==> config.mk <==
export PLATFORM = sky130hd
export DESIGN_NAME = hwce_wmem_arb_xbar
export DESIGN_NICKNAME = d
export VERILOG_FILES = /design/src/rtl/hwce_wmem_xbar_pkg.sv /design/src/rtl/hwce_wmem_rr_arb.sv /design/src/rtl/hwce_wmem_arb_xbar.sv
export SDC_FILE = /design/constraint.sdc
export NUM_CORES = 2
export LEC_CHECK = 0
export CORE_AREA = 5 5 497 499
export DETAILED_ROUTE_END_ITERATION = 10
export DIE_AREA = 0 0 502 504
export SLEW_MARGIN = 15
export SYNTH_ARGS = -nofsm -noshare
export SYNTH_HDL_FRONTEND = slang
export SYNTH_SLANG_ARGS = --single-unit
==> constraint.sdc <==
create_clock -name clk -period 5.95 [get_ports clk]
set_input_delay 1.19 -clock clk [delete_from_list [all_inputs] [get_ports clk]]
set_output_delay 1.19 -clock clk [all_outputs]
set_load 0.05 [all_outputs]
==> src/rtl/hwce_wmem_xbar_pkg.sv <==
// Shared helpers and types for the HWCE weight-memory arbitrated crossbar.
// Optional stall statistics are enabled with the macro HWCE_WMEM_XBAR_STATS_EN.
package hwce_wmem_xbar_pkg;

  localparam int unsigned DefAddrW = 32;
  localparam int unsigned DefDataW = 32;
  localparam int unsigned DefBeW   = DefDataW / 8;

  function automatic int unsigned sel_w(int unsigned n_slaves);
    return $clog2(n_slaves);
  endfunction

  function automatic int unsigned mid_w(int unsigned addr_w, int unsigned n_slaves);
    return addr_w - sel_w(n_slaves);
  endfunction

  // n_slaves is a power of two, so n_slaves-1 is the select mask.
  function automatic int unsigned bank_sel(logic [63:0] add, int unsigned lsb,
                                           int unsigned n_slaves);
    return 32'((add >> lsb) & 64'(n_slaves - 1));
  endfunction

  typedef struct packed {
    logic                req;
    logic [DefAddrW-1:0] add;
    logic                wen;
    logic [DefDataW-1:0] wdata;
    logic [DefBeW-1:0]   be;
  } mst_req_t;

  typedef struct packed {
    logic                r_valid;
    logic [DefDataW-1:0] r_rdata;
  } mst_rsp_t;

endpackage

==> src/rtl/hwce_wmem_rr_arb.sv <==
// Round-robin arbiter for one weight-memory bank: one-hot grant plus winner index.
// Search starts at ptr_q; ptr_q advances past the winner only when a grant is issued.
module hwce_wmem_rr_arb #(
  parameter int unsigned N_MASTERS = 4,
  parameter int unsigned IDX_W     = (N_MASTERS > 1) ? $clog2(N_MASTERS) : 1
) (
  input  logic                 clk,
  input  logic                 rst,
  input  logic [N_MASTERS-1:0] req_i,
  output logic [N_MASTERS-1:0] gnt_o,
  output logic [IDX_W-1:0]     idx_o
);

  logic [IDX_W-1:0] ptr_q, ptr_d;
  logic             found;
  int unsigned      cand;

  always_comb begin
    gnt_o = '0;
    idx_o = '0;
    found = 1'b0;
    cand  = 0;
    for (int unsigned i = 0; i < N_MASTERS; i++) begin
      cand = (32'(ptr_q) + i) % N_MASTERS;
      if (!found && req_i[IDX_W'(cand)]) begin
        found                = 1'b1;
        gnt_o[IDX_W'(cand)]  = 1'b1;
        idx_o                = IDX_W'(cand);
      end
    end
    ptr_d = ptr_q;
    if (found) begin
      ptr_d = (32'(idx_o) + 1 == N_MASTERS) ? '0 : IDX_W'(32'(idx_o) + 1);
    end
  end

  always_ff @(posedge clk or posedge rst) begin
    if (rst) begin
      ptr_q <= '0;
    end else begin
      ptr_q <= ptr_d;
    end
  end

endmodule

==> src/rtl/hwce_wmem_arb_xbar.sv <==
// Address-decoded, per-bank round-robin crossbar from HWCE weight loaders to WMEM banks.
// Define HWCE_WMEM_XBAR_STATS_EN to build the per-master saturating stall counters.
module hwce_wmem_arb_xbar
  import hwce_wmem_xbar_pkg::*;
#(
  parameter int unsigned N_MASTERS  = 4,
  parameter int unsigned N_SLAVES   = 8,
  parameter int unsigned ADDR_WIDTH = 32,
  parameter int unsigned DATA_WIDTH = 32,
  parameter int unsigned BE_WIDTH   = DATA_WIDTH / 8,
  parameter int unsigned LSB_ADDR   = 2,
  parameter int unsigned CNT_WIDTH  = 16
) (
  input  logic                                                clk,
  input  logic                                                rst,
  input  logic [N_MASTERS-1:0]                                m_req_i,
  input  logic [N_MASTERS*ADDR_WIDTH-1:0]                     m_add_i,
  input  logic [N_MASTERS-1:0]                                m_wen_i,
  input  logic [N_MASTERS*DATA_WIDTH-1:0]                     m_wdata_i,
  input  logic [N_MASTERS*BE_WIDTH-1:0]                       m_be_i,
  output logic [N_MASTERS-1:0]                                m_gnt_o,
  output logic [N_MASTERS-1:0]                                m_r_valid_o,
  output logic [N_MASTERS*DATA_WIDTH-1:0]                     m_r_rdata_o,
  output logic [N_SLAVES-1:0]                                 s_req_o,
  output logic [N_SLAVES*mid_w(ADDR_WIDTH, N_SLAVES)-1:0]     s_add_o,
  output logic [N_SLAVES-1:0]                                 s_wen_o,
  output logic [N_SLAVES*DATA_WIDTH-1:0]                      s_wdata_o,
  output logic [N_SLAVES*BE_WIDTH-1:0]                        s_be_o,
  input  logic [N_SLAVES*DATA_WIDTH-1:0]                      s_r_rdata_i,
  input  logic                                                stat_clr_i,
  output logic [N_MASTERS*CNT_WIDTH-1:0]                      stall_cnt_o
);

  localparam int unsigned SelW = sel_w(N_SLAVES);
  localparam int unsigned MidW = mid_w(ADDR_WIDTH, N_SLAVES);
  localparam int unsigned IdxW = (N_MASTERS > 1) ? $clog2(N_MASTERS) : 1;
  localparam logic [ADDR_WIDTH-1:0] LoMask = (ADDR_WIDTH'(1) << LSB_ADDR) - ADDR_WIDTH'(1);

  logic [SelW-1:0]       m_bank [N_MASTERS];
  logic [MidW-1:0]       m_sadd [N_MASTERS];
  logic [ADDR_WIDTH-1:0] add_tmp, cut_tmp;
  logic [N_MASTERS-1:0]  bank_req [N_SLAVES];
  logic [N_MASTERS-1:0]  bank_gnt [N_SLAVES];
  logic [IdxW-1:0]       bank_idx [N_SLAVES];
  logic [IdxW-1:0]       win;

  logic [N_MASTERS-1:0]           r_valid_q;
  logic [N_MASTERS-1:0][SelW-1:0] bank_q;

  // Decode bank and strip the select bits from each master address.
  always_comb begin
    add_tmp = '0;
    cut_tmp = '0;
    for (int unsigned n = 0; n < N_MASTERS; n++) begin
      add_tmp   = m_add_i[n*ADDR_WIDTH +: ADDR_WIDTH];
      m_bank[n] = SelW'(bank_sel(64'(add_tmp), LSB_ADDR, N_SLAVES));
      cut_tmp   = ((add_tmp >> (LSB_ADDR + SelW)) << LSB_ADDR) | (add_tmp & LoMask);
      m_sadd[n] = cut_tmp[MidW-1:0];
    end
    for (int unsigned b = 0; b < N_SLAVES; b++) begin
      for (int unsigned n = 0; n < N_MASTERS; n++) begin
        bank_req[b][n] = m_req_i[n] && (32'(m_bank[n]) == b);
      end
    end
  end

  for (genvar b = 0; b < N_SLAVES; b++) begin : g_bank
    hwce_wmem_rr_arb #(
      .N_MASTERS(N_MASTERS),
      .IDX_W    (IdxW)
    ) u_arb (
      .clk  (clk),
      .rst  (rst),
      .req_i(bank_req[b]),
      .gnt_o(bank_gnt[b]),
      .idx_o(bank_idx[b])
    );
  end

  always_comb begin
    m_gnt_o   = '0;
    s_req_o   = '0;
    s_add_o   = '0;
    s_wen_o   = '0;
    s_wdata_o = '0;
    s_be_o    = '0;
    win       = '0;
    for (int unsigned b = 0; b < N_SLAVES; b++) begin
      s_req_o[b] = |bank_req[b];
      m_gnt_o    = m_gnt_o | bank_gnt[b];
      if (s_req_o[b]) begin
        win                                 = bank_idx[b];
        s_add_o[b*MidW +: MidW]             = m_sadd[win];
        s_wen_o[b]                          = m_wen_i[win];
        s_wdata_o[b*DATA_WIDTH +: DATA_WIDTH] = m_wdata_i[32'(win)*DATA_WIDTH +: DATA_WIDTH];
        s_be_o[b*BE_WIDTH +: BE_WIDTH]      = m_be_i[32'(win)*BE_WIDTH +: BE_WIDTH];
      end
    end
  end

  always_ff @(posedge clk or posedge rst) begin
    if (rst) begin
      r_valid_q <= '0;
      bank_q    <= '0;
    end else begin
      r_valid_q <= m_gnt_o;
      for (int unsigned n = 0; n < N_MASTERS; n++) begin
        if (m_gnt_o[n]) bank_q[n] <= m_bank[n];
      end
    end
  end

  assign m_r_valid_o = r_valid_q;

  always_comb begin
    m_r_rdata_o = '0;
    for (int unsigned n = 0; n < N_MASTERS; n++) begin
      if (r_valid_q[n]) begin
        m_r_rdata_o[n*DATA_WIDTH +: DATA_WIDTH] =
            s_r_rdata_i[32'(bank_q[n])*DATA_WIDTH +: DATA_WIDTH];
      end
    end
  end

`ifdef HWCE_WMEM_XBAR_STATS_EN
  logic [N_MASTERS-1:0][CNT_WIDTH-1:0] cnt_q, cnt_d;

  // Clear has priority over increment; counters saturate at all-ones.
  always_comb begin
    cnt_d = cnt_q;
    for (int unsigned n = 0; n < N_MASTERS; n++) begin
      if (stat_clr_i) begin
        cnt_d[n] = '0;
      end else if (m_req_i[n] && !m_gnt_o[n] && (cnt_q[n] != '1)) begin
        cnt_d[n] = cnt_q[n] + CNT_WIDTH'(1);
      end
    end
  end

  always_ff @(posedge clk or posedge rst) begin
    if (rst) begin
      cnt_q <= '0;
    end else begin
      cnt_q <= cnt_d;
    end
  end

  assign stall_cnt_o = cnt_q;
`else
  logic unused_stat_clr;
  assign unused_stat_clr = stat_clr_i;
  assign stall_cnt_o     = '0;
`endif

endmodule

==> key figures <==
GRT
  – First-pass GRT wire length: 335200 microns
  – Initial antenna violation count: 85
  – Number of global-route vias before repair: 37130
  – Grt total ovfl: 0
  – GRT Util Overall: 18.76%
  – Largest net degree at the start of global routing: 69

Route
  – Residual DRC: 0
  – Post-route ant nets: 0
  – DR vias: 37410
  – Starting DRT DRC Count: 4462
  – Via density: 4.871
  – DRT Pass-1 Iters: 8
  – Final wirelength: 253400 microns
  – Routed wire per std cell: 33.00 microns

Timing
  – Final Hold Fails: 0
  – Slew Limit Fails: 0
  – Fin crit period: 5.894 ns
  – Worst Tran Pin Value: 1.111 ns
  – Hold_ws: 0.7233 ns
  – Worst Clk Skew: 0.01063 ns
  – Final worst slack: 0.05636 ns
  – Final period utilization: 99.05%
  – Max Clk Rate: 0.1697 GHz
  – Final setup fails: 0
  – RSZ-0062 raised after global routing: yes
  – Slew Limit Headroom: 25.95%

Clocking
  – H-tree levels: 2
  – Max Buffers Root-to-Sink: 2
  – Worst-Skew Late Latency: 0.31 ns
  – Num CTS Buffers: 5
  – Clock transition at path regs: 0.07 ns
  – CTS tree: yes
  – CTS Hold Bufs: 0
  – CTS Sinks: 32
  – CTS root buf: clkbuf_16

Status
  – Status: complete, no violations

Power
  – Static Leak: 0.02041 uW
  – Power Dens Cells: 724.1 nW/um^2
  – P_sw: 22740 uW
  – Internal power: 16550 uW
  – Switching share of power: 57.88%
  – Peak supply drop: 512.8 uV
  – Tot Pwr: 39290 uW
  – Sequential power share: 3.1%
  – Clk network pwr share: 0.8%
  – Logic gate share of total power: 96.2%

Yosys
  – Post-synthesis simple-gate area fraction: 14.65%
  – Syn Inst Count: 2860
  – Synth Register Bits: 32
  – Mux contribution to synthesized area: 58.17%
  – Synthesized area per cell: 10.33 sq um
  – Commonest register cell after synthesis: dfrtp_1
  – Mapped Area: 29540 sq um
  – Synth area leader: mux4_2
  – Synth Area in Compound Gates: 14.89%
  – Synth Warn #: 0
  – Most numerous cell in the Yosys netlist: mux4_2
  – EDFF count, synth: 0
  – Adder-cell area share of the yosys netlist: 1.694%
  – XOR/XNOR Fraction of Synth Area: 0.4151%
  – Count of cell types in the netlist: 81
  – Yosys top cell area share: 42.09%
  – Synth cell count leaders: mux4_2, mux2i_1, and2_1
  – Largest family of logic cells by synthesized area: multiplexers
  – Seq/Total Area, Yosys: 2.711%
  – Synth top area cells: mux4_2, mux2i_1, and2_1, nor2b_1, a211oi_1
  – Post-synth ARST share: 100.0%

Critical path
  – Reg2Reg Depth: 12
  – CP Launch Type: primary input
  – FF-to-FF End: bank_q[9]
  – Worst-path maximum fanout: 14
  – Req. time, crit path: 4.76 ns
  – Kind of end point of the critical path: output pin
  – R2r setup slk: 1.48 ns
  – WP data arrival: 4.70 ns
  – Critical path class: primary input to output pin

Min path
  – Hold depth: 2
  – Worst min-delay path class: flop to flop

Finish
  – Layout net count: 5005
  – Filler cell count: 25930
  – Seq. cell area: 825.8 sq um
  – Multi-input gate area: 27440 sq um
  – Synth-to-layout area growth: 83.68%
  – Layout cell share with drive strength beyond 1: 44.21%
  – Final core occ: 22.41%

Floorplan
  – Die height: 504 microns
  – DIE WIDTH: 502 microns
  – Initial Util: 12.20%
  – Io pins: 1275
  – CORE AREA: 242100 sq um
  – Full die area: 253000 sq um
  – Std-Cell Rows: 181

Placed design
  – Final RePlAce weighted congestion: 0.9710
  – Placement Setup Slack: -0.5031 ns
  – I/O Buffers: 1209
  – Final HPWL DP: 192300 microns

Flow run
  – Maximum Capacitance Violations: 0
-- power by group through the flow --
stage | Clock [uW] | Combinational, uW | Sequential [uW]
global route | 314 | 39000 | 1250
detailed placement | 0 | 35800 | 1210
floorplan | 0 | 19700 | 480
CTS | 304 | 37700 | 1210
finish | 298 | 37800 | 1200
global placement | 0 | 35800 | 1200
-- metrics by stage --
stage	area (sq um)	setup TNS (ns)	std cells
after detailed placement	51630	-50.11	7494
final	54260	0	7680
after global routing	54220	-0.4815	7665
after floorplan	29780	0	2923
after global placement	51630	-36.53	7494
after CTS	53800	0	7606
-- critical path: stages --
cell and delay (ns):
dlygate4sd2_1 0.21, buf_6 0.13, buf_4 0.12, buf_4 0.10
buf_4 0.11, nand4b_1 0.10, buf_4 0.17, mux4_2 0.48
nor3b_4 0.18, buf_4 0.14, o21ai_0 0.13, a221oi_1 0.10
buf_4 0.16, a21oi_4 0.25, buf_12 0.21, buf_16 0.17
a221oi_1 0.06, a21oi_2 0.30, buf_4 0.19, buf_12 0.13
-- repair_timing --
action / in CTS / in global routing
setup buffers: 85 / 21
gates cloned: 20 / 4
gates resized for setup: 164 / 37
pin swaps: 25 / 14
endpoints found under the setup margin: 455 / 203
hold endpoints to repair: 0 / 0
-- layout by cell type (no fill, tap or decap), types with 35 or more instances in the layout --
master	count
nor2b_1	201
a22oi_1	81
conb_1	64
buf_4	788
buf_12	384
nand2_1	37
a21oi_1	69
a211oi_1	129
o22ai_1	102
mux4_2	552
buf_6	35
clkdlybuf4s50_1	653
a221oi_1	71
and2_1	261
diode_2	51
mux2i_1	459
ha_1	40
-- logic make-up after synthesis --
group	after synthesis
DFF	32
and+or+nand+nor	678
xor gates and xnor gates	14
muxes	1024
adders and majority gates	40
other	1
buffers and inverters	452
AOI/OAI and AO/OA	619
-- worst max-delay path by stage --
stage,start,to,slack (ns),cells after the start
2_1_floorplan,m_req_i[1],s_add_o[116],0.23,10
3_3_place_gp,m_add_i[35],s_add_o[115],-0.44,12
3_5_place_dp,m_add_i[35],s_be_o[12],-0.50,14
4_1_cts,m_req_i[1],s_wdata_o[7],0.02,15
5_1_grt,m_add_i[66],s_add_o[97],-0.05,19
6_report,m_add_i[66],s_be_o[12],0.06,20
-- metal layers --
layer	up-vias	track usage [%]	routed length, microns
met1	19130	20.70	87470
met3	561	4.404	22830
met5	-	0	218
met4	26	11.26	18420
met2	2771	32.63	124500
li1	14930	-	-
-- layout make-up --
class / instances / share of cell area [%]
Antenna cell: 51 / 0.2352
Multi-Input combinational cell: 2440 / 50.58
Sequential cell: 32 / 1.522
Clock inverter: 3 / 0.04382
Tap cell: 3202 / 7.384
Clock buffer: 5 / 0.2306
Timing Repair Buffer: 1910 / 39.72
Inverter: 37 / 0.2813
(Power assumes the default switching activity.)
